`src/rtl/bstep_rate_decoder_6bit_if.sv`:
```
// Valid/ready stream bundle used on both sides of the rate decoder.
// The master drives data and valid. The slave drives ready.
interface bstep_rate_decoder_6bit_if #(
   parameter int unsigned Width = 1
);
   logic [Width-1:0] data;
   logic             valid;
   logic             ready;

   modport master (output data, output valid, input ready);
   modport slave  (input data, input valid, output ready);
endinterface

```
`src/rtl/bstep_rate_decoder_6bit.sv`:
```
// Rate decoder for a binary-step activation stream. It counts the '1' samples over a window
// of Window accepted samples and emits the count as a 6-bit word through a valid/ready handshake.
module bstep_rate_decoder_6bit #(
   parameter int unsigned Window = 63
) (
   input  logic                       clk_i,
   input  logic                       rst_i,
   input  logic                       clear_i,
   bstep_rate_decoder_6bit_if.slave   in_io,
   bstep_rate_decoder_6bit_if.master  out_io
);

   localparam logic StAccum = 1'b0;
   localparam logic StHold  = 1'b1;

   logic       state_q, state_d;
   logic [5:0] samp_q, samp_d;
   logic [5:0] ones_q, ones_d;
   logic [5:0] out_q, out_d;
   logic       out_valid_q, out_valid_d;

   logic       accept;
   logic [5:0] samp_inc;
   logic [5:0] ones_inc;

   // Ready depends only on state, so upstream never sees a combinational path through valid.
   assign in_io.ready  = (state_q == StAccum);
   assign out_io.data  = out_q;
   assign out_io.valid = out_valid_q;

   assign accept   = in_io.valid & in_io.ready & ~clear_i;
   assign samp_inc = samp_q + 6'd1;
   assign ones_inc = ones_q + {5'd0, in_io.data[0]};

   always_comb begin
      state_d     = state_q;
      samp_d      = samp_q;
      ones_d      = ones_q;
      out_d       = out_q;
      out_valid_d = out_valid_q;
      if (clear_i) begin
         state_d     = StAccum;
         samp_d      = 6'd0;
         ones_d      = 6'd0;
         out_valid_d = 1'b0;
      end else begin
         case (state_q)
            StAccum: begin
               if (accept) begin
                  if (samp_inc == 6'(Window)) begin
                     out_d       = ones_inc;
                     samp_d      = 6'd0;
                     ones_d      = 6'd0;
                     out_valid_d = 1'b1;
                     state_d     = StHold;
                  end else begin
                     samp_d = samp_inc;
                     ones_d = ones_inc;
                  end
               end
            end
            StHold: begin
               if (out_io.ready) begin
                  out_valid_d = 1'b0;
                  state_d     = StAccum;
               end
            end
            default: state_d = StAccum;
         endcase
      end
   end

   always_ff @(posedge clk_i or posedge rst_i) begin
      if (rst_i) begin
         state_q     <= StAccum;
         samp_q      <= 6'd0;
         ones_q      <= 6'd0;
         out_q       <= 6'd0;
         out_valid_q <= 1'b0;
      end else begin
         state_q     <= state_d;
         samp_q      <= samp_d;
         ones_q      <= ones_d;
         out_q       <= out_d;
         out_valid_q <= out_valid_d;
      end
   end

endmodule

```
`src/flat_wrapper.sv`:
```
// flat-port wrapper written by rule: the top's interface ports become plain ports
module bstep_rate_decoder_6bit_flat 
#(
   parameter int unsigned Window = 63
)
  (clk_i, rst_i, clear_i, in_io_data, in_io_valid, in_io_ready, out_io_data, out_io_valid, out_io_ready);
  bstep_rate_decoder_6bit_if #(.Width(1)) in_io_i ();
  bstep_rate_decoder_6bit_if #(.Width(6)) out_io_i ();
  input  logic clk_i;
  input  logic rst_i;
  input  logic clear_i;
  input wire logic [$bits(in_io_i.data)-1:0] in_io_data;
  input wire logic [$bits(in_io_i.valid)-1:0] in_io_valid;
  output wire logic [$bits(in_io_i.ready)-1:0] in_io_ready;
  output wire logic [$bits(out_io_i.data)-1:0] out_io_data;
  output wire logic [$bits(out_io_i.valid)-1:0] out_io_valid;
  input wire logic [$bits(out_io_i.ready)-1:0] out_io_ready;
  assign in_io_i.data = in_io_data;
  assign in_io_i.valid = in_io_valid;
  assign in_io_ready = in_io_i.ready;
  assign out_io_data = out_io_i.data;
  assign out_io_valid = out_io_i.valid;
  assign out_io_i.ready = out_io_ready;
  bstep_rate_decoder_6bit #(.Window(Window)) u_core (.clk_i(clk_i), .rst_i(rst_i), .clear_i(clear_i), .in_io(in_io_i), .out_io(out_io_i));
endmodule
```
`config.mk`:
```
export PLATFORM = sky130hd
export DESIGN_NAME = bstep_rate_decoder_6bit_flat
export DESIGN_NICKNAME = d
export VERILOG_FILES = /design/src/rtl/bstep_rate_decoder_6bit_if.sv /design/src/rtl/bstep_rate_decoder_6bit.sv /design/src/flat_wrapper.sv
export SDC_FILE = /design/constraint.sdc
export NUM_CORES = 1
export LEC_CHECK = 0
export CAP_MARGIN = 25
export CORE_AREA = 4 4 63 48
export DETAILED_ROUTE_END_ITERATION = 7
export DIE_AREA = 0 0 67 52
export PLACE_DENSITY = 0.63
export RECOVER_POWER = 25
export SLEW_MARGIN = 20
export SYNTH_ARGS = -nofsm -noshare
export SYNTH_HDL_FRONTEND = slang
export SYNTH_SLANG_ARGS = --single-unit
export TNS_END_PERCENT = 50
```
`constraint.sdc`:
```
create_clock -name clk_i -period 2.2 [get_ports clk_i]
set_input_delay 0.55 -clock clk_i [delete_from_list [all_inputs] [get_ports clk_i]]
set_output_delay 0.55 -clock clk_i [all_outputs]
set_load 0.01 [all_outputs]
```
==> results of run 1 <==
-- cells in the final DEF, fill, tap and decap left out --
cell type / netlist / final
and2_1: 2 / 2
nand2_1: 8 / 8
ha_1: 4 / 4
or3_4: 1 / 1
a21oi_1: 3 / 3
nor4_1: 1 / 1
dlygate4sd3_1: 0 / 1
nor2_1: 1 / 1
nand2b_1: 4 / 4
buf_4: 0 / 4
nor2_2: 1 / 1
a41oi_1: 1 / 1
a221o_2: 3 / 3
mux2_2: 5 / 5
a21o_1: 1 / 1
o21ai_0: 1 / 1
xor2_1: 2 / 2
nor3b_1: 1 / 1
a211oi_1: 1 / 1
nand2_2: 1 / 1
clkdlybuf4s50_1: 0 / 12
clkbuf_4: 0 / 3
nand3_1: 5 / 5
and3_1: 1 / 1
o211ai_1: 1 / 1
nand3b_1: 2 / 2
inv_1: 3 / 3
dfrtp_1: 20 / 20
clkbuf_1: 1 / 1
a221oi_4: 1 / 1
nor3_1: 2 / 2
a22o_2: 6 / 6
nor2b_1: 1 / 1
o31ai_1: 2 / 2
xnor2_1: 2 / 2
-- area by class of cell --
class                           instances  share of cell area
Clock buffer                            3              0.0182
Tap cell                               34              0.0343
Inverter                                3             0.00908
Sequential cell                        20               0.404
Multi-Input combinational cell         64               0.403
Timing Repair Buffer                   18               0.132
-- flip-flops by register name, indices dropped and copies added, names as in the netlist --
register,flops
u_core.out_io.valid,1
u_core.ones_q,6
u_core.samp_q,6
u_core.state_q,1
u_core.out_io.data,6
-- power groups by stage --
stage / clock, mW / sequential (mW) / combinational (mW)
floorplan: 0 / 0.385 / 0.0271
global placement: 0 / 0.386 / 0.0504
detailed placement: 0 / 0.386 / 0.0510
CTS: 0.176 / 0.379 / 0.0514
global route: 0.196 / 0.380 / 0.0554
finish: 0.165 / 0.379 / 0.0493
-- worst max path at each step --
stage / startpoint / end / slack [ns] / cells after the start
detailed placement: in_io_data / u_core.ones_q[3]$_DFFE_PP0P_ / 0.16 / 5
global placement: in_io_data / u_core.ones_q[3]$_DFFE_PP0P_ / 0.18 / 5
global route: u_core.samp_q[0]$_DFFE_PP0P_ / u_core.samp_q[2]$_DFFE_PP0P_ / 0.13 / 6
finish: u_core.samp_q[0]$_DFFE_PP0P_ / u_core.samp_q[2]$_DFFE_PP0P_ / 0.20 / 6
CTS: u_core.samp_q[0]$_DFFE_PP0P_ / u_core.samp_q[2]$_DFFE_PP0P_ / 0.21 / 6
floorplan: u_core.samp_q[0]$_DFFE_PP0P_ / u_core.samp_q[2]$_DFFE_PP0P_ / 0.27 / 6
-- metrics by stage --
| step | cell area [µm²] | power, mW | hold WS (ns) | util |
|---|---|---|---|---|
| 6_report | 1240 | 0.593 | 0.516 | 0.520 |
| 4_1_cts | 1240 | 0.606 | 0.421 | 0.522 |
| 3_5_place_dp | 1220 | 0.437 | 0.492 | 0.512 |
| 3_3_place_gp | 1220 | 0.436 | 0.487 | 0.512 |
| 2_1_floorplan | 1010 | 0.412 | 0.481 | - |
| 5_1_grt | 1240 | 0.631 | 0.536 | 0.520 |
-- cell families (layout without fill, tap and decap cells) --
kind of cell	count (synthesis)	after routing
and+or+nand+nor	31	31
AOI/OAI and AO/OA	20	20
DFF	20	20
muxes	5	5
adders and majority gates	4	4
xor gates and xnor gates	4	4
buffers and inverters	4	24
-- routing by layer --
layer	part of all wire	vias up	global-route usage
met3	0.050	2	0.0475
met2	0.45	18	0.197
met5	0	-	0
met1	0.50	365	0.172
met4	0.0046	0	0.0202
li1	-	365	-
==> key figures, run 1 <==
STA
  • Skew final: 0.00323 ns
  • Hold Violations, Final: 0
  • Slew Limit Fails: 0
  • Tmin final: 2.00 ns
  • Least-Margin Pin Slew: 0.911 ns
  • Setup TNS: 0 ns
  • # setup viols final: 0
  • Final period util: 0.907
  • Max Fclk: 501 MHz
  • Relative slew slack: 0.393
  • RSZ-0062 raised after global routing: false
  • Final WS setup: 0.205 ns

Yosys
  • Distinct cell type count after synthesis: 31
  • Synth top cells by count: dfrtp_1 (20), nand2_1 (8), a22o_2 (6)
  • Post-synth EDFFs: 0
  • Xor/xnor cell area share of the yosys netlist: 0.0345
  • Seq/Total Area, Yosys: 0.493
  • Ys flop type: dfrtp_1
  • Synth Register Bits: 20
  • Avg Inst Size Synth: 11.5 µm²
  • Main combinational cell family by area after synthesis: compound AO/OA/AOI/OAI gates
  • Yosys warning total: 0
  • Adder-cell share of the synthesized area: 0.0493
  • Post-synth ARST share: 1.00
  • Post-synthesis simple-gate area fraction: 0.169
  • Multiplexer area fraction after synthesis: 0.0555
  • Mapped Area: 1010 µm²
  • Syn nets: 98
  • Synth Area in Compound Gates: 0.184
  • Syn Inst Count: 88
  • Most numerous cell in the Yosys netlist: dfrtp_1
  • Most area-hungry cell type in the Yosys netlist: dfrtp_1
  • Ranking of synthesized cells by area: dfrtp_1 (49%), a22o_2 (5.9%), mux2_2 (5.5%)
  • Yosys top cell area share: 0.493

Clocking
  • Worst-Skew Late Latency: 0.29 ns
  • Post-CTS Setup Inserts: 0
  • Hold_buf cts: 0
  • Root Driver: clkbuf_4
  • Clock Sinks: 20
  • Clk slew on worst S/H paths: 0.10 ns
  • CTS tree: done
  • Htree depth: 1
  • Post-CTS Resized: 0
  • Clk buf depth: 2
  • Inserted Clock Buffers: 3

Worst setup path
  • CP Capture Type: flop
  • R2r setup slk: 0.20 ns
  • R2R Path End: u_core.samp_q[2]$_DFFE_PP0P_
  • Startpoint type of the worst setup path: flop
  • Worst Path Required: 2.38 ns
  • CP Max Fanout: 9
  • Crit-path leading delay family: compound AO/OA/AOI/OAI gates
  • Crit-path max cell delay: 0.45 ns
  • Worst r2r path cells: 6
  • CP Cell Sequence: ha_1 -> nor2b_1 -> nand2_1 -> a221oi_4 -> nor2_2 -> a221o_2
  • Critical path class: flop to flop
  • Crit path buffers/inverters: 0
  • Crit path max-delay cell type: dfrtp_1
  • Reg2reg start: u_core.samp_q[0]$_DFFE_PP0P_
  • Crit path arrival time: 2.18 ns

Place
  • Post-DP HPWL: 1.48 mm
  • Port-buffer cells: 13
  • GPL Wtd Cong: 0.723
  • Dpl cells: 139
  • Placement Setup Slack: 0.164 ns

Drt
  • DRT Pass-1 Iters: 4
  • Drt drc: 0
  • Detailed-route via count: 750
  • DR iter-0 viols: 16
  • Vias/cell: 5.28
  • Post-route antenna net violation count: 0
  • Wire length per cell: 13.7 µm
  • WL final: 1.95 mm

Power
  • Sw Ratio: 0.227
  • Internal power: 458 µW
  • Worst vdd ir: 372 µV
  • Switching power total: 135 µW
  • Leak: 0.584 nW
  • Register share of total power: 0.639
  • Power density over cell area: 478 nW/µm²
  • Clock Power Share: 0.278
  • Part of the power in combinational logic: 0.083

Finish
  • Nets: 120
  • Post-route insts no fill: 142
  • N_diodes: 0
  • Layout fillers: 245
  • Multi-input logic area: 499 µm²
  • Register area: 500 µm²
  • Area grow syn2layout: 22.2%
  • Layout cells sized above 1: 0.231

Die
  • Rows: 15
  • Die Wd: 67 µm
  • Die area: 3480 µm²
  • Core area: 2380 µm²
  • Die Span Y: 52 µm
  • Initial core utilization: 0.426
  • IO Count: 14

Global route
  • Maximum number of pins on one net before global-route repair: 18
  • Antenna violations before repair: 0
  • First-pass GRT wire length: 3.35 mm
  • Overall Global Routing Usage: 0.127
  • Remaining Overflow, GRT: 0
  • Vias in the first global route: 763

Flow run
  • Max Cap Viol: 0

Hold path
  • Hold Path Class: flop to flop
  • Hold Path Stages: 1
  • Hold_sp: u_core.out_io.data[5]$_DFFE_PP0P_
  • WHS Endpoint: u_core.out_io.data[5]$_DFFE_PP0P_

Outcome
  • Status: finished clean
(Power assumes the default switching activity.)
==> run 2: changes to the inputs <==
--- a/config.mk
+++ b/config.mk
@@ -7,8 +7,10 @@
 export LEC_CHECK = 0
 export CAP_MARGIN = 25
 export CORE_AREA = 4 4 63 48
+export CTS_BUF_LIST = sky130_fd_sc_hd__clkbuf_8 sky130_fd_sc_hd__clkbuf_16
 export DETAILED_ROUTE_END_ITERATION = 7
 export DIE_AREA = 0 0 67 52
+export GPL_TIMING_DRIVEN = 0
 export PLACE_DENSITY = 0.63
 export RECOVER_POWER = 25
 export SLEW_MARGIN = 20
==> constraint.sdc (replaced) <==
create_clock -name clk_i -period 2.3 [get_ports clk_i]
set_input_delay 0.575 -clock clk_i [delete_from_list [all_inputs] [get_ports clk_i]]
set_output_delay 0.575 -clock clk_i [all_outputs]
set_load 0.01 [all_outputs]
==> run 2 against run 1 <==
  * Sequential power is 4% lower
  * Largest cell class unchanged
  * Largest power group unchanged
  * Sequential cell count stayed put
  * Utilization is 0.16 points higher
  * Non-clock buffer count is 2 lower
==> key figures, run 2 (synthesized netlist as in run 1, its figures left out) <==
Finish
  • Layout cells sized above 1: 0.217 (-0.0145)
  • Most common cell after layout, fill and taps aside: dfrtp_1
  • Commonest non-fill, non-tap cells in the layout: dfrtp_1 (20), clkdlybuf4s50_1 (12), nand2_1 (8)
  • Final Util: 0.522 (+0.00158)
  • Area grow syn2layout: 22.6%
  • Nets: 118 (-1.7%)
  • Layout fillers: 239 (-2.4%)
  • Post-route insts no fill: 140 (-1.4%)
  • N_diodes: 0 (unchanged)

Die
  • Core area: 2380 µm² (unchanged)
  • Rows: 15 (unchanged)
  • Die area: 3480 µm² (unchanged)
  • Die Wd: 67 µm (unchanged)
  • IO Count: 14 (unchanged)
  • Initial core utilization: 0.426 (unchanged)
  • Die Span Y: 52 µm (unchanged)

STA
  • Final Hold Slack: 0.504 ns (-0.0121 ns)
  • Least-Margin Pin Slew: 0.759 ns (-0.152 ns)
  • Setup TNS: 0 ns (unchanged)
  • Hold Violations, Final: 0 (unchanged)
  • # setup viols final: 0 (unchanged)
  • Tmin final: 2.03 ns (+0.0348 ns)
  • Slew Limit Fails: 0 (unchanged)
  • Skew final: 0.00259 ns (-0.000644 ns)
  • Final period util: 0.883 (-0.0243)
  • Relative slew slack: 0.494 (+0.101)
  • Max Fclk: 493 MHz (-1.7%)
  • RSZ-0062 raised after global routing: false
  • Final WS setup: 0.270 ns (+0.0652 ns)

Power
  • Power density over cell area: 505 nW/µm² (+5.5%)
  • Worst vdd ir: 395 µV (+6.3%)
  • Leak: 0.582 nW (-0.26%)

Clocking
  • Hold_buf cts: 0 (unchanged)
  • Post-CTS Setup Inserts: 0 (unchanged)
  • CTS tree: done
  • Clk slew on worst S/H paths: 0.07 ns (-0.03 ns)
  • Worst-Skew Late Latency: 0.25 ns (-0.04 ns)
  • Clock Sinks: 20 (unchanged)
  • Htree depth: 1 (unchanged)
  • Root Driver: clkbuf_8
  • Inserted Clock Buffers: 3 (unchanged)
  • Post-CTS Resized: 0 (unchanged)
  • Clk buf depth: 2 (unchanged)

Global route
  • First-pass GRT wire length: 3.55 mm (+5.8%)
  • Antenna violations before repair: 0 (unchanged)
  • Vias in the first global route: 802 (+5.1%)
  • Overall Global Routing Usage: 0.136 (+0.00807)
  • Maximum number of pins on one net before global-route repair: 21 (+3)
  • Remaining Overflow, GRT: 0 (unchanged)

Place
  • Dpl cells: 135 (-2.9%)
  • GPL Wtd Cong: 0.695 (-3.9%)
  • Port-buffer cells: 13 (unchanged)
  • Placement Setup Slack: 0.0448 ns (-0.119 ns)
  • Post-DP HPWL: 1.45 mm (-1.5%)

Drt
  • Drt drc: 0 (unchanged)
  • Wire length per cell: 14.3 µm (+4.1%)
  • WL final: 2.00 mm (+2.6%)
  • DRT Pass-1 Iters: 4 (unchanged)
  • DR iter-0 viols: 24 (+8)
  • Vias/cell: 5.24 (-0.87%)
  • Detailed-route via count: 733 (-2.3%)
  • Post-route antenna net violation count: 0 (unchanged)

Worst setup path
  • CP Capture Type: flop
  • Startpoint type of the worst setup path: flop
  • CP Max Fanout: 9 (unchanged)
  • Crit path arrival time: 2.17 ns (about the same)
  • Worst Path Required: 2.44 ns (+0.06 ns)
  • Critical path class: flop to flop

Outcome
  • Status: finished clean

Flow run
  • Max Cap Viol: 0 (unchanged)

Hold path
  • Hold Path Class: flop to flop
[run 2: cell count changes in the layout (fill, tap and decap cells not counted)]
cell,before,now
clkbuf_8,0,3
buf_4,4,2
clkbuf_4,3,0
[run 2: cell type report]
type / count / area, µm² / share of cell area
Inverter: 3 / 11.3 / 0.00905
Tap cell: 34 / 42.5 / 0.0342
Sequential cell: 20 / 500 / 0.402
Multi-Input combinational cell: 64 / 499 / 0.401
Clock buffer: 3 / 41.3 / 0.0332
Timing Repair Buffer: 15 / 145 / 0.117
Buffer: 1 / 3.75 / 0.00302
[run 2: power breakdown]
part | total, mW | switching (mW) | leakage [nW] | internal (mW)
Clock | 0.222 | 0.106 | 0.0216 | 0.116
Sequential | 0.363 | 0.00590 | 0.277 | 0.357
Combinational | 0.0428 | 0.0254 | 0.283 | 0.0174
Total | 0.627 | 0.137 | 0.582 | 0.490
[run 2: final timing paths]
check	startpoint	endpoint	slack [ns]	cells after the start
max reg2reg	u_core.samp_q[0]$_DFFE_PP0P_	u_core.samp_q[2]$_DFFE_PP0P_	0.27	7
max	u_core.samp_q[0]$_DFFE_PP0P_	u_core.samp_q[2]$_DFFE_PP0P_	0.27	7
max in group asynchronous	rst_i	u_core.out_io.data[4]$_DFFE_PP0P_	0.93	2
min in group asynchronous	rst_i	u_core.samp_q[3]$_DFFE_PP0P_	0.89	2
min	u_core.out_io.data[4]$_DFFE_PP0P_	u_core.out_io.data[4]$_DFFE_PP0P_	0.50	1
min reg2reg	u_core.out_io.data[4]$_DFFE_PP0P_	u_core.out_io.data[4]$_DFFE_PP0P_	0.50	1
[run 2: worst max-delay path, stage by stage, from the launching register on]
cell	delay (ns)
dfrtp_1	0.44
ha_1	0.26
nor2b_1	0.15
nand2_1	0.11
a221oi_4	0.31
buf_4	0.18
nor2_2	0.09
a221o_2	0.38
[run 2: through the flow]
stage	power, mW	cell area [µm²]
4_1_cts	0.640	1230
6_report	0.627	1240
2_1_floorplan	0.394	1010
3_5_place_dp	0.414	1190
3_3_place_gp	0.412	1190
5_1_grt	0.661	1240
[run 2: routing by layer]
layer	track usage	vias to the layer above	routed length (µm)
li1	-	361	-
met3	0.0432	2	94
met2	0.222	18	872
met5	0	-	0
met1	0.178	352	1020
met4	0.0202	0	14
==> run 3: changes to the inputs <==
--- a/config.mk
+++ b/config.mk
@@ -6,12 +6,12 @@
 export NUM_CORES = 1
 export LEC_CHECK = 0
 export CAP_MARGIN = 25
-export CORE_AREA = 4 4 63 48
+export CORE_AREA = 4 4 59 45
 export CTS_BUF_LIST = sky130_fd_sc_hd__clkbuf_8 sky130_fd_sc_hd__clkbuf_16
 export DETAILED_ROUTE_END_ITERATION = 7
-export DIE_AREA = 0 0 67 52
+export DIE_AREA = 0 0 63 49
 export GPL_TIMING_DRIVEN = 0
-export PLACE_DENSITY = 0.63
+export PLACE_DENSITY = 0.71
 export RECOVER_POWER = 25
 export SLEW_MARGIN = 20
 export SYNTH_ARGS = -nofsm -noshare
==> run 3 against run 2 <==
  * Non-clock buffer count is 1 higher
  * First-iteration DRC count shrank 29%
  * Via count up 3.7%
  * Sequential power is essentially flat
  * Critical endpoint unchanged
  * Routed wire length shrank 1.8%
  * Largest cell class unchanged
  * Largest power group unchanged
==> key figures, run 3 (synthesized netlist as in run 1, its figures left out) <==
Outcome
  • Status: finished clean

Power
  • Power density over cell area: 539 nW/µm² (+6.8%)
  • Leak: 0.595 nW (+2.2%)
  • Part of the power in combinational logic: 0.062 (-0.006)
  • Sw Ratio: 0.220 (+0.00175)
  • Internal power: 526 µW (+7.3%)
  • Register share of total power: 0.538 (-0.040)
  • Worst vdd ir: 401 µV (+1.6%)
  • Clock Power Share: 0.400 (+0.046)
  • Total power: 675 µW (+7.5%)
  • Switching power total: 149 µW (+8.4%)

Place
  • Port-buffer cells: 13 (unchanged)
  • Post-DP HPWL: 1.35 mm (-7.2%)
  • GPL Wtd Cong: 0.786 (+13%)
  • Dpl cells: 125 (-7.4%)

Worst setup path
  • CP Max Fanout: 9 (unchanged)
  • Worst Path Required: 2.45 ns (about the same)
  • Reg2reg start: u_core.samp_q[0]$_DFFE_PP0P_
  • Worst r2r path cells: 6 (-1)
  • Startpoint type of the worst setup path: flop
  • Beginning of the critical path: u_core.samp_q[0]$_DFFE_PP0P_
  • Critical path class: flop to flop
  • CP Capture Type: flop
  • Crit path arrival time: 2.29 ns (+0.12 ns)

Clocking
  • Hold_buf cts: 0 (unchanged)
  • CTS tree: done
  • Root Driver: clkbuf_8
  • Worst-Skew Late Latency: 0.26 ns (about the same)
  • Htree depth: 1 (unchanged)
  • Clock Sinks: 20 (unchanged)
  • Post-CTS Resized: 0 (unchanged)
  • Clk slew on worst S/H paths: 0.07 ns (about the same)
  • Clk buf depth: 2 (unchanged)
  • Inserted Clock Buffers: 3 (unchanged)
  • Post-CTS Setup Inserts: 0 (unchanged)

STA
  • Tmin final: 2.14 ns (+0.110 ns)
  • Slew Limit Fails: 0 (unchanged)
  • Least-Margin Pin Slew: 0.767 ns (+0.00840 ns)
  • Max Fclk: 467 MHz (-5.2%)
  • Hold Violations, Final: 0 (unchanged)
  • Skew final: 0.00299 ns (+0.000406 ns)
  • Final Hold Slack: 0.508 ns (+0.00419 ns)
  • RSZ-0062 raised after global routing: false
  • # setup viols final: 0 (unchanged)
  • Final period util: 0.931 (+0.0480)
  • Setup TNS: 0 ns (unchanged)
  • Relative slew slack: 0.488 (-0.00561)

Finish
  • Layout cells sized above 1: 0.231 (+0.0145)
  • Area grow syn2layout: 23.4%
  • Commonest non-fill, non-tap cells in the layout: dfrtp_1 (20), clkdlybuf4s50_1 (12), nand2_1 (8)
  • Most common cell after layout, fill and taps aside: dfrtp_1
  • N_diodes: 0 (unchanged)
  • Nets: 119 (+0.85%)
  • Post-route insts no fill: 132 (-5.7%)
  • Layout fillers: 181 (-24%)
  • Final Util: 0.601 (+0.0791)

Die
  • Rows: 14 (-1)
  • IO Count: 14 (unchanged)
  • Core area: 2080 µm² (-13%)
  • Die area: 3090 µm² (-11%)
  • Die Wd: 63 µm (-6.0%)
  • Die Span Y: 49 µm (-5.8%)
  • Initial core utilization: 0.487 (+0.0611)

Drt
  • Detailed-route via count: 760 (+3.7%)
  • WL final: 1.97 mm (-1.8%)
  • DRT Pass-1 Iters: 4 (unchanged)
  • DR iter-0 viols: 17 (-29%)
  • Post-route antenna net violation count: 0 (unchanged)
  • Drt drc: 0 (unchanged)
  • Vias/cell: 5.76 (+10%)
  • Wire length per cell: 14.9 µm (+4.2%)

Hold path
  • Hold Path Stages: 2 (+1)
  • Hold Path Class: flop to flop
  • Hold_sp: u_core.out_io.valid$_DFFE_PP0P_

Flow run
  • Max Cap Viol: 0 (unchanged)

Global route
  • Antenna violations before repair: 0 (unchanged)
  • Overall Global Routing Usage: 0.143 (+0.00752)
  • Maximum number of pins on one net before global-route repair: 21 (unchanged)
  • Remaining Overflow, GRT: 0 (unchanged)
  • Vias in the first global route: 750 (-6.5%)
  • First-pass GRT wire length: 3.54 mm (-0.20%)
run 3: cell types whose count changed in the layout (fill, tap and decap cells not counted), sizes merged:
cell / before / now
clkbuf: 4 / 5
buf: 2 / 3
run 3: cell type report:
type	count	area, µm²	area share
Timing Repair Buffer	16	153	0.122
Tap cell	24	30.0	0.0240
Sequential cell	20	500	0.400
Buffer	1	3.75	0.00300
Clock buffer	4	55.1	0.0440
Multi-Input combinational cell	64	499	0.399
Inverter	3	11.3	0.00899
run 3: through the flow:
stage          setup WS [ns]  area [µm²]
6_report               0.160        1250
4_1_cts                0.100        1230
2_1_floorplan          0.368        1010
3_5_place_dp          0.0957        1170
5_1_grt               0.0374        1250
3_3_place_gp           0.173        1170
run 3: routing by layer:
layer	up-vias	track usage	wire [µm]	share of wire
li1	368	-	-	-
met1	370	0.190	995	0.51
met2	22	0.217	836	0.43
met3	0	0.0645	134	0.068
met4	0	0.0220	0	0
met5	-	0	0	0
run 3: critical path: stages (launching register included):
cell and delay (ns):
dfrtp_1 0.45, ha_1 0.26, nor2b_1 0.18, nand2_1 0.12
a221oi_4 0.44, nor2_2 0.19, a221o_2 0.39
run 3: path summary, 6_finish.rpt:
kind	endpoint	slack (ns)
max	u_core.samp_q[2]$_DFFE_PP0P_	0.16
min	u_core.out_io.valid$_DFFE_PP0P_	0.51
max reg2reg	u_core.samp_q[2]$_DFFE_PP0P_	0.16
min reg2reg	u_core.out_io.valid$_DFFE_PP0P_	0.51
max in group asynchronous	u_core.samp_q[0]$_DFFE_PP0P_	0.93
min in group asynchronous	u_core.samp_q[2]$_DFFE_PP0P_	0.89
run 3: power by group through the flow:
stage | clock network, mW | registers (mW) | logic, mW
after floorplan | 0 | 0.368 | 0.0259
after global placement | 0 | 0.370 | 0.0426
after detailed placement | 0 | 0.370 | 0.0437
after CTS | 0.280 | 0.363 | 0.0439
after global routing | 0.289 | 0.364 | 0.0481
final | 0.270 | 0.363 | 0.0420
